$ cat src/rtl/eh2_lsu_trig_hit_ctl.sv
// eh2_lsu_trig_hit_ctl
// Collects qualified LSU trigger hits into one small FIFO per thread and
// presents them one at a time to a consumer through a valid/ack handshake,
// with round-robin arbitration between threads.
// Build option: define RV_LSU_TRIG_CHAIN_EN to apply trigger_chain pairing
// to the raw match vector; left undefined, the raw vector is used as-is.
//
// state   | meaning
// --------+-------------------------------------------------------------
// IDLE    | nothing presented, trig_hit_valid low
// PRESENT | head of thread tid_q presented, outputs held until ack/flush

module eh2_lsu_trig_hit_ctl #(
  parameter int NUM_THREADS = 2,
  parameter int DEPTH       = 2
) (
  input  logic                        clk,
  input  logic                        rst,
  input  logic [3:0]                  lsu_trigger_match_dc4,
  input  logic                        lsu_trig_valid_dc4,
  input  logic                        lsu_trig_tid_dc4,
  input  logic [NUM_THREADS-1:0][1:0] trigger_chain,
  input  logic [NUM_THREADS-1:0]      flush,
  input  logic                        trig_hit_ack,
  output logic                        trig_hit_valid,
  output logic                        trig_hit_tid,
  output logic [3:0]                  trig_hit_vec,
  output logic [NUM_THREADS-1:0]      trig_busy,
  output logic [NUM_THREADS-1:0]      trig_overflow
);

  localparam int PW = (DEPTH > 2) ? 2 : 1;
  localparam int CW = PW + 1;

  typedef enum logic {IDLE, PRESENT} state_e;

  state_e                        state_q;
  logic                          valid_q;
  logic                          tid_q;
  logic [3:0]                    vec_q;
  logic                          rr_q;

  logic [NUM_THREADS-1:0][CW-1:0] cnt_q, cnt_d;
  logic [NUM_THREADS-1:0][PW-1:0] rd_q, rd_d;
  logic [NUM_THREADS-1:0][PW-1:0] wr_q, wr_d;
  logic [3:0]                     mem_q [NUM_THREADS][DEPTH];
  logic [NUM_THREADS-1:0]         ovf_q;

  logic                   enq_tid;
  logic [3:0]             enq_qual;
  logic                   flush_enq;
  logic                   enq_ok;
  logic [NUM_THREADS-1:0] push, pop, full, wr_en, drop, avail;
  logic [3:0]             head_vec [NUM_THREADS];
  logic [CW-1:0]          remain;
  logic                   pop_any, any_avail;
  logic                   next_tid, pri, pri_avail, sel;
  logic [3:0]             sel_vec;
  logic                   flush_pres;

  // A single-thread build has no thread select; everything lands on thread 0.
  assign enq_tid = (NUM_THREADS == 1) ? 1'b0 : lsu_trig_tid_dc4;

`ifdef RV_LSU_TRIG_CHAIN_EN
  logic [1:0] chain_sel;

  // Chained pairs report only when both members match, otherwise neither.
  always_comb begin
    enq_qual  = lsu_trigger_match_dc4;
    chain_sel = '0;
    for (int t = 0; t < NUM_THREADS; t++) begin
      if (enq_tid == 1'(t)) chain_sel = trigger_chain[t];
    end
    for (int k = 0; k < 2; k++) begin
      if (chain_sel[k]) begin
        enq_qual[2*k]   = lsu_trigger_match_dc4[2*k] & lsu_trigger_match_dc4[2*k+1];
        enq_qual[2*k+1] = lsu_trigger_match_dc4[2*k] & lsu_trigger_match_dc4[2*k+1];
      end
    end
  end
`else
  logic unused_chain;
  assign unused_chain = ^trigger_chain;

  // Without chaining the raw match vector is reported directly.
  always_comb begin
    enq_qual = lsu_trigger_match_dc4;
  end
`endif

  // A hit on a thread being flushed in the same cycle is discarded.
  always_comb begin
    flush_enq = 1'b0;
    for (int t = 0; t < NUM_THREADS; t++) begin
      if (enq_tid == 1'(t) && flush[t]) flush_enq = 1'b1;
    end
  end

  assign enq_ok = lsu_trig_valid_dc4 && (enq_qual != 4'b0000) && !flush_enq;

  // Per-thread queue bookkeeping and the head each queue will show next cycle.
  always_comb begin
    push   = '0;
    pop    = '0;
    full   = '0;
    wr_en  = '0;
    drop   = '0;
    avail  = '0;
    cnt_d  = cnt_q;
    rd_d   = rd_q;
    wr_d   = wr_q;
    remain = '0;
    for (int t = 0; t < NUM_THREADS; t++) begin
      head_vec[t] = '0;
    end
    for (int t = 0; t < NUM_THREADS; t++) begin
      full[t]  = (cnt_q[t] == CW'(DEPTH));
      push[t]  = enq_ok && (enq_tid == 1'(t));
      pop[t]   = (state_q == PRESENT) && trig_hit_ack && (tid_q == 1'(t)) && !flush[t];
      wr_en[t] = push[t] && (!full[t] || pop[t]);
      drop[t]  = push[t] && full[t] && !pop[t];
      if (flush[t]) begin
        cnt_d[t] = '0;
        rd_d[t]  = '0;
        wr_d[t]  = '0;
      end else begin
        cnt_d[t] = cnt_q[t] + CW'(wr_en[t]) - CW'(pop[t]);
        rd_d[t]  = rd_q[t] + PW'(pop[t]);
        wr_d[t]  = wr_q[t] + PW'(wr_en[t]);
      end
      // When the queue drains to nothing this edge, the only possible head is
      // the entry being written now, which is not yet visible in mem_q.
      remain      = cnt_q[t] - CW'(pop[t]);
      head_vec[t] = (remain == '0) ? enq_qual : mem_q[t][rd_d[t]];
      avail[t]    = (cnt_d[t] != '0);
    end
  end

  assign pop_any   = |pop;
  assign any_avail = |avail;
  assign next_tid  = (NUM_THREADS == 2) ? ~tid_q : 1'b0;

  // Round-robin pick; an ack in this cycle already moves priority past tid_q.
  always_comb begin
    pri       = pop_any ? next_tid : rr_q;
    pri_avail = 1'b0;
    for (int t = 0; t < NUM_THREADS; t++) begin
      if (pri == 1'(t) && avail[t]) pri_avail = 1'b1;
    end
    if (NUM_THREADS == 1) begin
      sel = 1'b0;
    end else begin
      sel = pri_avail ? pri : ~pri;
    end
    sel_vec = '0;
    for (int t = 0; t < NUM_THREADS; t++) begin
      if (sel == 1'(t)) sel_vec = head_vec[t];
    end
  end

  // Flushing the presented thread withdraws the presentation.
  always_comb begin
    flush_pres = 1'b0;
    for (int t = 0; t < NUM_THREADS; t++) begin
      if (tid_q == 1'(t) && flush[t]) flush_pres = 1'b1;
    end
  end

  // Queue storage, pointers, counts and sticky overflow flags.
  always_ff @(posedge clk or posedge rst) begin
    if (rst) begin
      cnt_q <= '0;
      rd_q  <= '0;
      wr_q  <= '0;
      ovf_q <= '0;
      for (int t = 0; t < NUM_THREADS; t++) begin
        for (int d = 0; d < DEPTH; d++) begin
          mem_q[t][d] <= '0;
        end
      end
    end else begin
      for (int t = 0; t < NUM_THREADS; t++) begin
        cnt_q[t] <= cnt_d[t];
        rd_q[t]  <= rd_d[t];
        wr_q[t]  <= wr_d[t];
        if (wr_en[t]) mem_q[t][wr_q[t]] <= enq_qual;
        if (drop[t])  ovf_q[t] <= 1'b1;
      end
    end
  end

  // Output FSM with registered presentation and round-robin pointer.
  always_ff @(posedge clk or posedge rst) begin
    if (rst) begin
      state_q <= IDLE;
      valid_q <= 1'b0;
      tid_q   <= 1'b0;
      vec_q   <= '0;
      rr_q    <= 1'b0;
    end else begin
      case (state_q)
        IDLE: begin
          if (any_avail) begin
            state_q <= PRESENT;
            valid_q <= 1'b1;
            tid_q   <= sel;
            vec_q   <= sel_vec;
          end
        end
        PRESENT: begin
          if (flush_pres) begin
            state_q <= IDLE;
            valid_q <= 1'b0;
            tid_q   <= 1'b0;
            vec_q   <= '0;
          end else if (trig_hit_ack) begin
            rr_q <= next_tid;
            if (any_avail) begin
              state_q <= PRESENT;
              valid_q <= 1'b1;
              tid_q   <= sel;
              vec_q   <= sel_vec;
            end else begin
              state_q <= IDLE;
              valid_q <= 1'b0;
              tid_q   <= 1'b0;
              vec_q   <= '0;
            end
          end
        end
        default: begin
          state_q <= IDLE;
          valid_q <= 1'b0;
          tid_q   <= 1'b0;
          vec_q   <= '0;
        end
      endcase
    end
  end

  assign trig_hit_valid = valid_q;
  assign trig_hit_tid   = tid_q;
  assign trig_hit_vec   = vec_q;
  assign trig_overflow  = ovf_q;

  // A thread stalls exactly while its queue holds DEPTH entries.
  always_comb begin
    trig_busy = full;
  end

endmodule
$ cat config.mk
export PLATFORM = sky130hd
export DESIGN_NAME = eh2_lsu_trig_hit_ctl
export DESIGN_NICKNAME = d
export VERILOG_FILES = /design/src/rtl/eh2_lsu_trig_hit_ctl.sv
export SDC_FILE = /design/constraint.sdc
export NUM_CORES = 1
export LEC_CHECK = 0
export BUFFER_PORTS_ARGS = -buffer_cell sky130_fd_sc_hd__buf_2
export CAP_MARGIN = 10
export CORE_MARGIN = 2
export CORE_UTILIZATION = 60
export DETAILED_ROUTE_END_ITERATION = 16
export PLACE_DENSITY_LB_ADDON = 0.3
export SETUP_SLACK_MARGIN = 0.3
export SLEW_MARGIN = 0
export SYNTH_ARGS = -nofsm -noshare
export SYNTH_HDL_FRONTEND = slang
export SYNTH_SLANG_ARGS = --single-unit
$ cat constraint.sdc
create_clock -name clk -period 5 [get_ports clk]
set_input_delay 0.75 -clock clk [delete_from_list [all_inputs] [get_ports clk]]
set_output_delay 0.75 -clock clk [all_outputs]
set_load 0.01 [all_outputs]
Word level (Yosys, flattened, before mapping) --
Index checks and enable logic that the tools add are counted.
Operators by class: add/sub/neg operators 10, $lt $le $gt $ge 6, equal/unequal tests 4, muxes and demuxes 47, bitwise operators 9, reductions and logical operators 41
Operators with widths (number):
- two-way mux 4 bit | 15
- logical AND 1 bit | 23
- two-way mux 1 bit | 22
- bitwise mux 8 bit | 2
- demux 4 bit (select 1 bit) | 2
- greater-or-equal comparator 2 bit, second input constant | 4
- inverter 1 -> 2 bit | 4
- one-hot mux 4 bit (2 select lines) | 1
- subtractor 2 x 1 -> 2 bit | 4
- zero test 1 bit | 7
- one-hot mux 1 bit (2 select lines) | 3
- inverter 1 bit | 5
- adder 1 bit | 4
- adder 2 x 1 -> 2 bit | 2
- equality test 2 bit, second input constant | 2
- zero test 2 bit | 2
- < comparator 2 x 1 -> 1 bit, second input constant | 2
- two-way mux 2 bit | 2
- nonzero test 2 bit | 2
- nonzero test 4 bit | 1
- OR reduction 2 bit | 2
- inequality test 3 x 2 -> 1 bit, second input constant | 1
- AND reduction 3 bit | 1
- logical OR 1 bit | 2
- other kinds (2) | 2
Word-level totals: bits in registers 34, input bits 15, output and inout port bits 10, word-level logic and storage cells 134

Longest topological paths before layout --
Gate-level depths: netlist of run 1.
depth after elaboration 21, mapped depth 12

Least setup slack after synthesis of run 1 --
Ideal clock, no wire load.
path type input-to-reg, start input port lsu_trigger_match_dc4[3], end register vec_q[2] (netlist: trig_hit_vec[2]), arrival time 3211 ps, slack 1663 ps, stages 12, cells stage by stage o41ai_4 > or2_2 > nor2_1 > nand3_1 > o21ai_0 > ha_1 > xor2_1 > o31a_1 > mux2_4 > mux2_4 > a221oi_1 > o2bb2ai_1
On the way: cells in the longest elaborated chain, start to end 18, elaborated cells on any way between the ends 29, classes of those cells add/sub (4); eq/ne (1); mux (11); reduce/logical (13)
Ends and longest elaborated chain:
- from (decl) | RTL line 19 | input logic [3:0] lsu_trigger_match_dc4,
- nonzero test 4 bit * | RTL line 99 | assign enq_ok = lsu_trig_valid_dc4 && (enq_qual != 4'b0000) && !flush_enq;
- logical AND 1 bit * (2 in a row) | RTL line 99
- logical AND 1 bit | RTL line 118 | push[t] = enq_ok && (enq_tid == 1'(t));
- logical AND 1 bit | RTL line 120 | wr_en[t] = push[t] && (!full[t] || pop[t]);
- adder 2 x 1 -> 2 bit | RTL line 127 | cnt_d[t] = cnt_q[t] + CW'(wr_en[t]) - CW'(pop[t]);
- subtractor 2 x 1 -> 2 bit | RTL line 127
- two-way mux 2 bit | RTL line 122 | if (flush[t]) begin
- nonzero test 2 bit | RTL line 135 | avail[t] = (cnt_d[t] != '0);
- logical AND 1 bit | RTL line 148 | if (pri == 1'(t) && avail[t]) pri_avail = 1'b1;
- two-way mux 1 bit (2 in a row) | RTL line 148
- two-way mux 1 bit | RTL line 153 | sel = pri_avail ? pri : ~pri;
- two-way mux 4 bit | RTL line 157 | if (sel == 1'(t)) sel_vec = head_vec[t];
- two-way mux 4 bit | RTL line 218 | if (any_avail) begin
- two-way mux 4 bit | RTL line 216 | end else if (trig_hit_ack) begin
- two-way mux 4 bit | RTL line 211 | if (flush_pres) begin
- one-hot mux 4 bit (2 select lines) | RTL line 201 | case (state_q)
- to (signal assigned) | RTL line 207 | vec_q <= sel_vec;
- to (signal assigned) | RTL line 222 | vec_q <= sel_vec;
- to (decl) | RTL line 40 | logic [3:0] vec_q;
Every way passes the cells marked *; elsewhere a longest branch is shown, timed or not. The select of a mux whose other input is x is not followed. A chain may end at the register's enable or synchronous reset.

Worst setup path in the final report of run 1 --
start input port lsu_trigger_match_dc4[3], end register vec_q[3] (netlist: trig_hit_vec[3])
On the way: cells in the longest elaborated chain, start to end 18, elaborated cells on any way between the ends 31, classes of those cells add/sub (4); eq/ne (1); mux (13); reduce/logical (13)
Ends and longest elaborated chain (RTL line):
- nonzero test 4 bit | 99
- logical AND 1 bit (2 in a row) | 99
- logical AND 1 bit | 118
- logical AND 1 bit | 120
- adder 2 x 1 -> 2 bit | 127
- subtractor 2 x 1 -> 2 bit | 127
- two-way mux 2 bit | 122
- nonzero test 2 bit | 135
- logical AND 1 bit | 148
- two-way mux 1 bit (2 in a row) | 148
- two-way mux 1 bit | 153
- two-way mux 4 bit | 157
- two-way mux 4 bit | 218
- two-way mux 4 bit | 216
- two-way mux 4 bit | 211
- one-hot mux 4 bit (2 select lines) | 201
Parallel ways exist; a longest one is shown, timed or not. The select of a mux whose other input is x is not followed.

==> reports/summary.txt, run 1 <==
status: completed
synthesized netlist cell count: 160
min-delay worst type: flop to flop
final-stage net count: 206
diode count: 0
die outline height: 60.0 um
Clock Sinks: 34
worst setup margin: 1500 ps
mux contribution to synthesized area: 20.9%
Max Fclk: 286 MHz
most numerous cell in the Yosys netlist: dfrtp_1
FP Rows: 20
Top FF cell, synth: dfrtp_1
Clk pin slew, worst setup/hold paths: 100 ps
Buffers on Ports: 20
number of flops mapped to enable cells by yosys: 0
IO Pins: 25
Final Util: 68.1%
Synth top area share: 45.2%
core area: 3030 um2
Max Cap Viol: 0
DIE AREA: 3600 um2
Cells after DPL: 222
GR Overflow Total: 0
simple-gate area share of the yosys netlist: 12.6%
main combinational cell family by area after synthesis: multiplexers
HPWL Detailed: 2.69 mm
leading area contributor after synthesis: dfrtp_1
vias in the first global route: 1331
power density over cell area: 439 nW/um2
Worst Path Arrival: 3720 ps
final period utilization: 69.9%
total CTS buffers: 5
Post-CTS Resized: 0
pin count of the biggest net entering global routing: 35
layout cells sized above 1: 33.7%
sequential share of the synthesized area: 45.2%
drc violations: 0
Slew Limit Fails: 0
clk_lat worst skew: 340 ps
area grow syn2layout: 9.57%
initial core utilization: 62.2%
synthesized netlist net count: 181
Via density: 5.81
fin cells: 228
Avg Inst Size Synth: 11.8 um2
Routed Antenna Nets: 0
hold_buf cts: 0
post-synthesis adder-cell area fraction: 3.99%
slew at the pin closest to its max-slew limit: 466 ps
area fraction in compound gates after synthesis: 10.8%
CTS Root Cell: clkbuf_4
# Post-CTS Setup Buffers: 0
Pleak: 1.02 nW
total track usage: 23.5%
crit start category: primary input
cell area after layout: 2060 um2
critical-path maximum fanout: 7
setup TNS: 0 ps
critical path type: primary input to flop
Layout Skew: 8.46 ps
Tot Pwr: 0.905 mW
critical path required time: 5220 ps
CTS tree: done
Synth Register Bits: 34
initial antenna violation count: 0
unique cell type count in the Yosys netlist: 37
final hold vios: 0
H-tree depth: 2
Avg WL per Cell: 15.8 um
Warnings, synthesis: 0
main area contributors after synthesis: dfrtp_1, mux2_2, ha_1, mux2i_1, nor2_1
setup violators final: 0
gpl congestion: 0.781
Die W: 60.0 um
pre-CTS setup slack: 1170 ps
Total Routed Length: 3.60 mm
Placement Cell Area: 2010 um2
Peak VDD IR: 240 uV
Synth Cell Area: 1880 um2
Setup crit end kind: flop
Hold Slack: 463 ps
Period minus WS final: 3500 ps
RSZ-0062 raised after global routing: false
XOR/XNOR Fraction of Synth Area: 2.79%
Max clock buf depth: 2
Max-Slew Margin vs Limit: 68.8%
vias: 1324
Detailed Routing Iterations Pass 1: 4
number of DRC markers in iteration 0: 64
first-pass GRT wire length: 6.11 mm
commonest cells in the netlist: dfrtp_1, mux2_2, nor2_1
asr flop ratio synth: 100%
layer usage:
metal,vias to the layer above,track usage [%],routed length (um)
met5,-,0,0
met4,0,7.30,42
met3,7,7.36,126
met2,20,38.5,1840
met1,674,29.6,1590
li1,623,-,-
logic make-up (layout without fill, tap and decap cells):
kind of cell	count (synthesis)	after routing
multiplexers	34	34
buffers and inverters	13	37
flip-flops	34	34
XOR/XNOR	6	6
AO/OA/AOI/OAI	24	24
adder cells (fa/ha/maj)	6	6
AND/OR/NAND/NOR	43	43
report_power, final:
part	total [mW]	switching, mW	internal, mW
clock	0.151	0.0876	0.0633
combinational	0.347	0.172	0.175
sequential	0.407	0.0524	0.354
layout by cell type, fill, tap and decap left out, drive strengths merged, types with 2 or more instances in the layout:
cell / count
dfrtp: 34
mux2: 27
buf: 21
nor2: 14
inv: 10
nor2b: 7
mux2i: 7
ha: 6
clkbuf: 6
xor2: 5
o2bb2ai: 5
nor3: 5
o21ai: 5
nand2: 4
nor4: 3
a221oi: 3
a21oi: 2
nand2b: 2
a21o: 2
worst max-delay path, stage by stage:
cell       delay [ps]
buf_2             150
o41ai_4           530
or2_2             230
nor2_1             70
nand3_1            90
o21ai_0           100
ha_1              210
xor2_1            190
o31a_1            340
mux2_4            320
mux2_4            320
a221oi_1          310
o2bb2ai_1         100
final timing paths:
check / from / end / slack, ps / cells after the start
min: trig_overflow[0]$_DFFE_PP0P_ / trig_overflow[0]$_DFFE_PP0P_ / 460 / 1
max in group asynchronous: rst / trig_hit_vec[2]$_DFFE_PP0P_ / 4210 / 3
max: lsu_trigger_match_dc4[3] / trig_hit_vec[3]$_DFFE_PP0P_ / 1500 / 13
max reg2reg: trig_hit_tid$_DFFE_PP0P_ / trig_hit_vec[3]$_DFFE_PP0P_ / 1670 / 10
min reg2reg: trig_overflow[0]$_DFFE_PP0P_ / trig_overflow[0]$_DFFE_PP0P_ / 460 / 1
min in group asynchronous: rst / cnt_q[0]$_DFF_PP0_ / 480 / 3
registers in the layout, indices dropped and copies added, names as in the netlist:
register	flops
cnt_q	4
mem_q	16
rd_q	2
rr_q	1
state_q	1
trig_hit_tid	1
trig_hit_valid	1
trig_hit_vec	4
trig_overflow	2
wr_q	2
layout make-up:
class | instances | area (um2)
clock buffer | 6 | 51.3
multi-input combinational | 113 | 961
timing repair buffer | 21 | 108
tap | 44 | 55.1
inverter | 10 | 37.5
sequential | 34 | 851
fill | 239 | 965
(Power assumes the default switching activity.)
==> run 2: changes to the inputs <==
CORE_UTILIZATION = 51   (was 60)
clock period = 3.19 ns   (was 5 ns; I/O delays follow)
==> run 2 against run 1 <==
Against the previous run: clock power rose by 110%; combinational power rose by 86%; hold slack lost 180 ps; routed wire length grew 7.9%; global-route usage shrank 3.2 points; via count rose by 2.1%; clock-buffer cell count grew 1; final cell count increased by 7.0%; clock skew fell by 5.6 ps.
==> reports/summary.txt, run 2 (synthesis gave the netlist of run 1 again) <==
status: completed
CTS tree: done
total track usage: 20.3% (-3.2 points)
pin count of the biggest net entering global routing: 35 (unchanged)
Total Routed Length: 3.88 mm (+7.9%)
Detailed Routing Iterations Pass 1: 4 (unchanged)
vias: 1352 (+2.1%)
hold_buf cts: 0 (unchanged)
FP Rows: 22 (+10%)
Reg with most FFs: mem_q
Critical Path Most Common Cell: mux2_4
area grow syn2layout: 20.5%
total CTS buffers: 5 (unchanged)
critical path required time: 3350 ps (-1870 ps)
layout cells sized above 1: 42.9% (+9.2 points)
power density over cell area: 700 nW/um2 (+60%)
IO Pins: 25 (unchanged)
HPWL Detailed: 2.93 mm (+8.6%)
Max Cap Viol: 0 (unchanged)
first-pass GRT wire length: 6.40 mm (+4.7%)
R2R Path End: trig_hit_vec[1]$_DFFE_PP0P_
min-delay worst type: primary input to async pin
R2R Setup Slk: 350 ps (-1320 ps)
Filler cells: 282 (+18%)
initial antenna violation count: 0 (unchanged)
crit start category: primary input
pre-CTS setup slack: 10.8 ps (-1150 ps)
Avg WL per Cell: 15.9 um (+0.84%)
drc violations: 0 (unchanged)
setup violators final: 0 (unchanged)
Worst Path Arrival: 3010 ps (-710 ps)
CP max-delay cell: or4_1
Period minus WS final: 2850 ps
Slew Limit Fails: 0 (unchanged)
cell area after layout: 2270 um2 (+10%)
Cells after DPL: 235 (+5.9%)
Peak VDD IR: 400 uV (+67%)
Max clock buf depth: 2 (unchanged)
FF-to-FF Start: state_q$_DFF_PP0_
Clk pin slew, worst setup/hold paths: 70 ps (-30 ps)
slew at the pin closest to its max-slew limit: 433 ps (-32.4 ps)
Via density: 5.54 (-4.6%)
vias in the first global route: 1388 (+4.3%)
GR Overflow Total: 0 (unchanged)
DIE AREA: 4190 um2 (+16%)
Crit path largest cell delay: 530 ps (about the same)
worst setup margin: 341 ps (-1160 ps)
CTS Root Cell: clkbuf_8
number of DRC markers in iteration 0: 69 (+7.8%)
diode count: 0 (unchanged)
critical-path maximum fanout: 6 (-1)
R2R depth: 10 (unchanged)
core area: 3610 um2 (+19%)
final-stage net count: 216 (+4.9%)
Max Fclk: 351 MHz
max reg flops: 16 (unchanged)
Max-Slew Margin vs Limit: 71.1% (+2.3 points)
die outline height: 64.8 um (+7.9%)
initial core utilization: 52.2% (-10 points)
Die W: 64.8 um (+7.9%)
critical path type: primary input to flop
Sequential Area: 851 um2 (unchanged)
setup TNS: 0 ps (unchanged)
Cell Chain, Critical Path: clkbuf_4, o41ai_4, buf_4, or4_1, a21oi_2, ha_2, xor2_2, o21bai_1, mux2_4, mux2_4, a221oi_2, o2bb2ai_1
Placement Cell Area: 2130 um2 (+5.7%)
Routed Antenna Nets: 0 (unchanged)
fin cells: 244 (+7.0%)
final period utilization: 89.3%
H-tree depth: 2 (unchanged)
commonest cells after routing, fill and taps aside: dfrtp_1, mux2_2, buf_2
Clock Sinks: 34 (unchanged)
Buffers on Ports: 20 (unchanged)
Setup crit end kind: flop
clk_lat worst skew: 280 ps (-60 ps)
Pleak: 1.10 nW (+7.8%)
gpl congestion: 0.880 (+13%)
final hold vios: 0 (unchanged)
Multi-input gate area: 1030 um2 (+6.8%)
Layout Skew: 2.84 ps (-5.62 ps)
RSZ-0062 raised after global routing: true
commonest non-fill, non-tap cell in the layout: dfrtp_1
[run 2: area by class of cell]
| cell class | instances | share of cell area, % |
|---|---|---|
| Sequential cell | 34 | 37.5 |
| Timing Repair Buffer | 31 | 8.99 |
| Multi-Input combinational cell | 113 | 45.2 |
| Inverter | 10 | 1.65 |
| Clock buffer | 7 | 3.80 |
| Clock inverter | 1 | 0.221 |
| Tap cell | 48 | 2.65 |
[run 2: stage by stage]
stage / total power [mW] / hold slack, ps / utilization [%]
2_1_floorplan: 1.07 / 475 / -
3_3_place_gp: 1.22 / 433 / 59.0
3_5_place_dp: 1.25 / 447 / 59.0
4_1_cts: 1.58 / 293 / 61.5
5_1_grt: 1.69 / 333 / 62.9
6_report: 1.59 / 280 / 62.9
[run 2: routing by layer]
layer | global-route usage (%) | vias to the layer above | part of all wire [%]
met5 | 0 | - | 0
met3 | 4.86 | 2 | 3.6
met2 | 36.3 | 24 | 53
li1 | - | 644 | -
met1 | 23.7 | 682 | 43
met4 | 6.38 | 0 | 0.57
[run 2: how the worst max path moves through the flow]
stage | cells after the start | startpoint | slack (ps) | end
2_1_floorplan | 12 | lsu_trigger_match_dc4[0] | 220 | trig_hit_vec[1]$_DFFE_PP0P_
3_3_place_gp | 13 | lsu_trigger_match_dc4[0] | 90 | trig_hit_vec[1]$_DFFE_PP0P_
3_5_place_dp | 12 | lsu_trigger_match_dc4[2] | 10 | trig_hit_vec[1]$_DFFE_PP0P_
4_1_cts | 12 | lsu_trigger_match_dc4[2] | 310 | trig_hit_vec[1]$_DFFE_PP0P_
5_1_grt | 12 | lsu_trigger_match_dc4[3] | 280 | trig_hit_vec[1]$_DFFE_PP0P_
6_report | 12 | lsu_trigger_match_dc4[3] | 340 | trig_hit_vec[1]$_DFFE_PP0P_
[run 2: worst max-delay path: cells and delay by family]
| kind | cells | cell delay [ps] |
|---|---|---|
| adders and majority gates | 1 | 200 |
| buffers and inverters | 2 | 340 |
| muxes | 2 | 610 |
| and+or+nand+nor | 1 | 530 |
| AOI/OAI and AO/OA | 5 | 690 |
| xor gates and xnor gates | 1 | 170 |
[run 2: power by group]
part	internal, mW	switching (mW)	leakage, nW	total [mW]
clock	0.174	0.143	0.0482	0.317
combinational	0.328	0.317	0.621	0.646
sequential	0.557	0.0689	0.434	0.626
total	1.06	0.529	1.10	1.59
[run 2: what timing repair did]
action / 4_1_cts / 5_1_grt
buffers inserted: 0 / 1
gates resized for setup: 0 / 14
setup endpoints to repair: 0 / 6
==> run 3: changes to the inputs <==
GPL_TIMING_DRIVEN = 0   (was unset)
TNS_END_PERCENT = 5   (was unset)
==> run 3 against run 2 <==
Against the previous run: largest cell class unchanged; power up 6.5%; clock-buffer cell count down 1; worst setup slack worse by 70 ps; via count up 5.2%; critical endpoint is now trig_hit_vec[3]$_DFFE_PP0P_; hold slack better by 73 ps.
==> reports/summary.txt, run 3 (synthesis gave the netlist of run 1 again) <==
Cells after DPL: 228 (-3.0%)
Total Routed Length: 4.25 mm (+9.3%)
Buffers on Ports: 19 (-5.0%)
DIE AREA: 4190 um2 (unchanged)
R2R Setup Slk: 270 ps (-80 ps)
Cell Chain, Critical Path: buf_6, and3b_2, or4_4, a21oi_4, ha_4, xor2_4, o21bai_1, mux2_4, mux2_4, a221oi_2, o2bb2ai_2
clk_lat worst skew: 290 ps (about the same)
drc violations: 0 (unchanged)
area grow syn2layout: 27.7%
final hold vios: 0 (unchanged)
Pleak: 1.13 nW (+2.7%)
Slew Limit Fails: 0 (unchanged)
Max Fclk: 343 MHz (-2.4%)
core area: 3610 um2 (unchanged)
final-stage net count: 220 (+1.9%)
RSZ-0062 raised after global routing: true
pin count of the biggest net entering global routing: 22 (-37%)
HPWL Detailed: 2.74 mm (-6.2%)
Sequential Area: 852 um2 (+0.15%)
Die W: 64.8 um (unchanged)
power density over cell area: 703 nW/um2 (+0.51%)
Max clock buf depth: 2 (unchanged)
final period utilization: 91.5% (+2.2 points)
Max Cap Viol: 0 (unchanged)
vias: 1422 (+5.2%)
critical-path maximum fanout: 3 (-3)
Clk pin slew, worst setup/hold paths: 70 ps (about the same)
setup violators final: 0 (unchanged)
max reg flops: 16 (unchanged)
CTS Root Cell: clkbuf_8
commonest non-fill, non-tap cell in the layout: dfrtp_1
total CTS buffers: 5 (unchanged)
Worst Path Arrival: 3090 ps (+80 ps)
Detailed Routing Iterations Pass 1: 4 (unchanged)
number of DRC markers in iteration 0: 57 (-17%)
critical path type: flop to flop
Layout Skew: 8.74 ps (+5.90 ps)
Placement Cell Area: 2080 um2 (-1.9%)
status: completed
GR Overflow Total: 0 (unchanged)
Peak VDD IR: 318 uV (-21%)
vias in the first global route: 1466 (+5.6%)
H-tree depth: 2 (unchanged)
Clock Sinks: 34 (unchanged)
Filler cells: 264 (-6.4%)
initial core utilization: 52.2% (unchanged)
crit start category: flop
FF-to-FF Start: state_q$_DFF_PP0_
total track usage: 22.1% (+1.8 points)
Crit path largest cell delay: 500 ps (-30 ps)
die outline height: 64.8 um (unchanged)
commonest cells after routing, fill and taps aside: dfrtp_1, mux2_2, buf_2
R2R Path End: trig_hit_vec[3]$_DFFE_PP0P_
Critical Path Most Common Cell: mux2_4
Routed Antenna Nets: 0 (unchanged)
IO Pins: 25 (unchanged)
critical path required time: 3360 ps (about the same)
slew at the pin closest to its max-slew limit: 845 ps (+412 ps)
Via density: 5.76 (+3.9%)
Setup crit end kind: flop
cell area after layout: 2400 um2 (+6.0%)
hold_buf cts: 0 (unchanged)
layout cells sized above 1: 47.7% (+4.9 points)
Max-Slew Margin vs Limit: 43.6% (-28 points)
fin cells: 247 (+1.2%)
Multi-input gate area: 1120 um2 (+9.4%)
min-delay worst type: primary input to async pin
initial antenna violation count: 0 (unchanged)
CTS tree: done
Reg with most FFs: mem_q
CP max-delay cell: or4_4
R2R depth: 11 (+1)
Period minus WS final: 2920 ps (+70.2 ps)
Avg WL per Cell: 17.2 um (+8.0%)
gpl congestion: 0.861 (-2.1%)
FP Rows: 22 (unchanged)
first-pass GRT wire length: 6.91 mm (+7.9%)
diode count: 0 (unchanged)
-- run 3: repair_timing --
| action | CTS | global route |
|---|---|---|
| setup buffers | 11 | 1 |
| setup endpoints to repair | 6 | 6 |
| resized for setup | 11 | 16 |
| pin swaps | 11 | 12 |
| hold endpoints to repair | 0 | 0 |
| gates cloned | 0 | 0 |
-- run 3: worst max path at each step --
stage          slack (ps)                          end                startpoint  depth (start not counted)
2_1_floorplan         220  trig_hit_vec[2]$_DFFE_PP0P_  lsu_trigger_match_dc4[0]                         12
3_3_place_gp         -160  trig_hit_vec[3]$_DFFE_PP0P_  lsu_trigger_match_dc4[0]                         13
3_5_place_dp         -240  trig_hit_vec[2]$_DFFE_PP0P_  lsu_trigger_match_dc4[0]                         13
4_1_cts               280  trig_hit_vec[2]$_DFFE_PP0P_         state_q$_DFF_PP0_                         11
5_1_grt               170  trig_hit_vec[3]$_DFFE_PP0P_         state_q$_DFF_PP0_                         12
6_report              270  trig_hit_vec[3]$_DFFE_PP0P_         state_q$_DFF_PP0_                         11
-- run 3: routing by layer --
metal / routed length, um / part of all wire (%) / vias up / GRT usage (%)
met3: 198 / 4.7 / 10 / 5.56
met5: 0 / 0 / - / 0
met1: 1760 / 41 / 714 / 25.4
met2: 2190 / 51 / 43 / 38.8
met4: 98 / 2.3 / 0 / 9.31
li1: - / - / 655 / -
-- run 3: critical path, delay by kind of cell, from the launching register on --
family / cells / cell delay, ps
flops: 1 / 380
buf+inv: 1 / 110
fa+ha+maj: 1 / 170
simple gates: 2 / 690
mux: 2 / 620
compound gates: 4 / 660
xor+xnor: 1 / 170
-- run 3: stage by stage --
step,power [mW],setup TNS (ps),util (%),hold slack [ps],setup WS [ps]
floorplan,1.07,0,-,475,219
global placement,1.19,-461,57.4,434,-160
detailed placement,1.22,-657,57.8,443,-237
CTS,1.59,0,63.6,377,283
global route,1.80,0,66.7,389,167
finish,1.69,0,66.7,353,271
-- run 3: report_power, final --
group,internal [mW],switching (mW),leakage (nW)
logic,0.390,0.366,0.663
registers,0.557,0.0779,0.432
clock network,0.149,0.150,0.0373
-- run 3: final cells by class --
class | count | share of cell area [%]
Sequential cell | 34 | 35.4
Clock buffer | 6 | 3.02
Tap cell | 48 | 2.50
Timing Repair Buffer | 32 | 9.11
Clock inverter | 1 | 0.312
Inverter | 10 | 1.56
Multi-Input combinational cell | 113 | 46.7
Buffer | 3 | 1.40
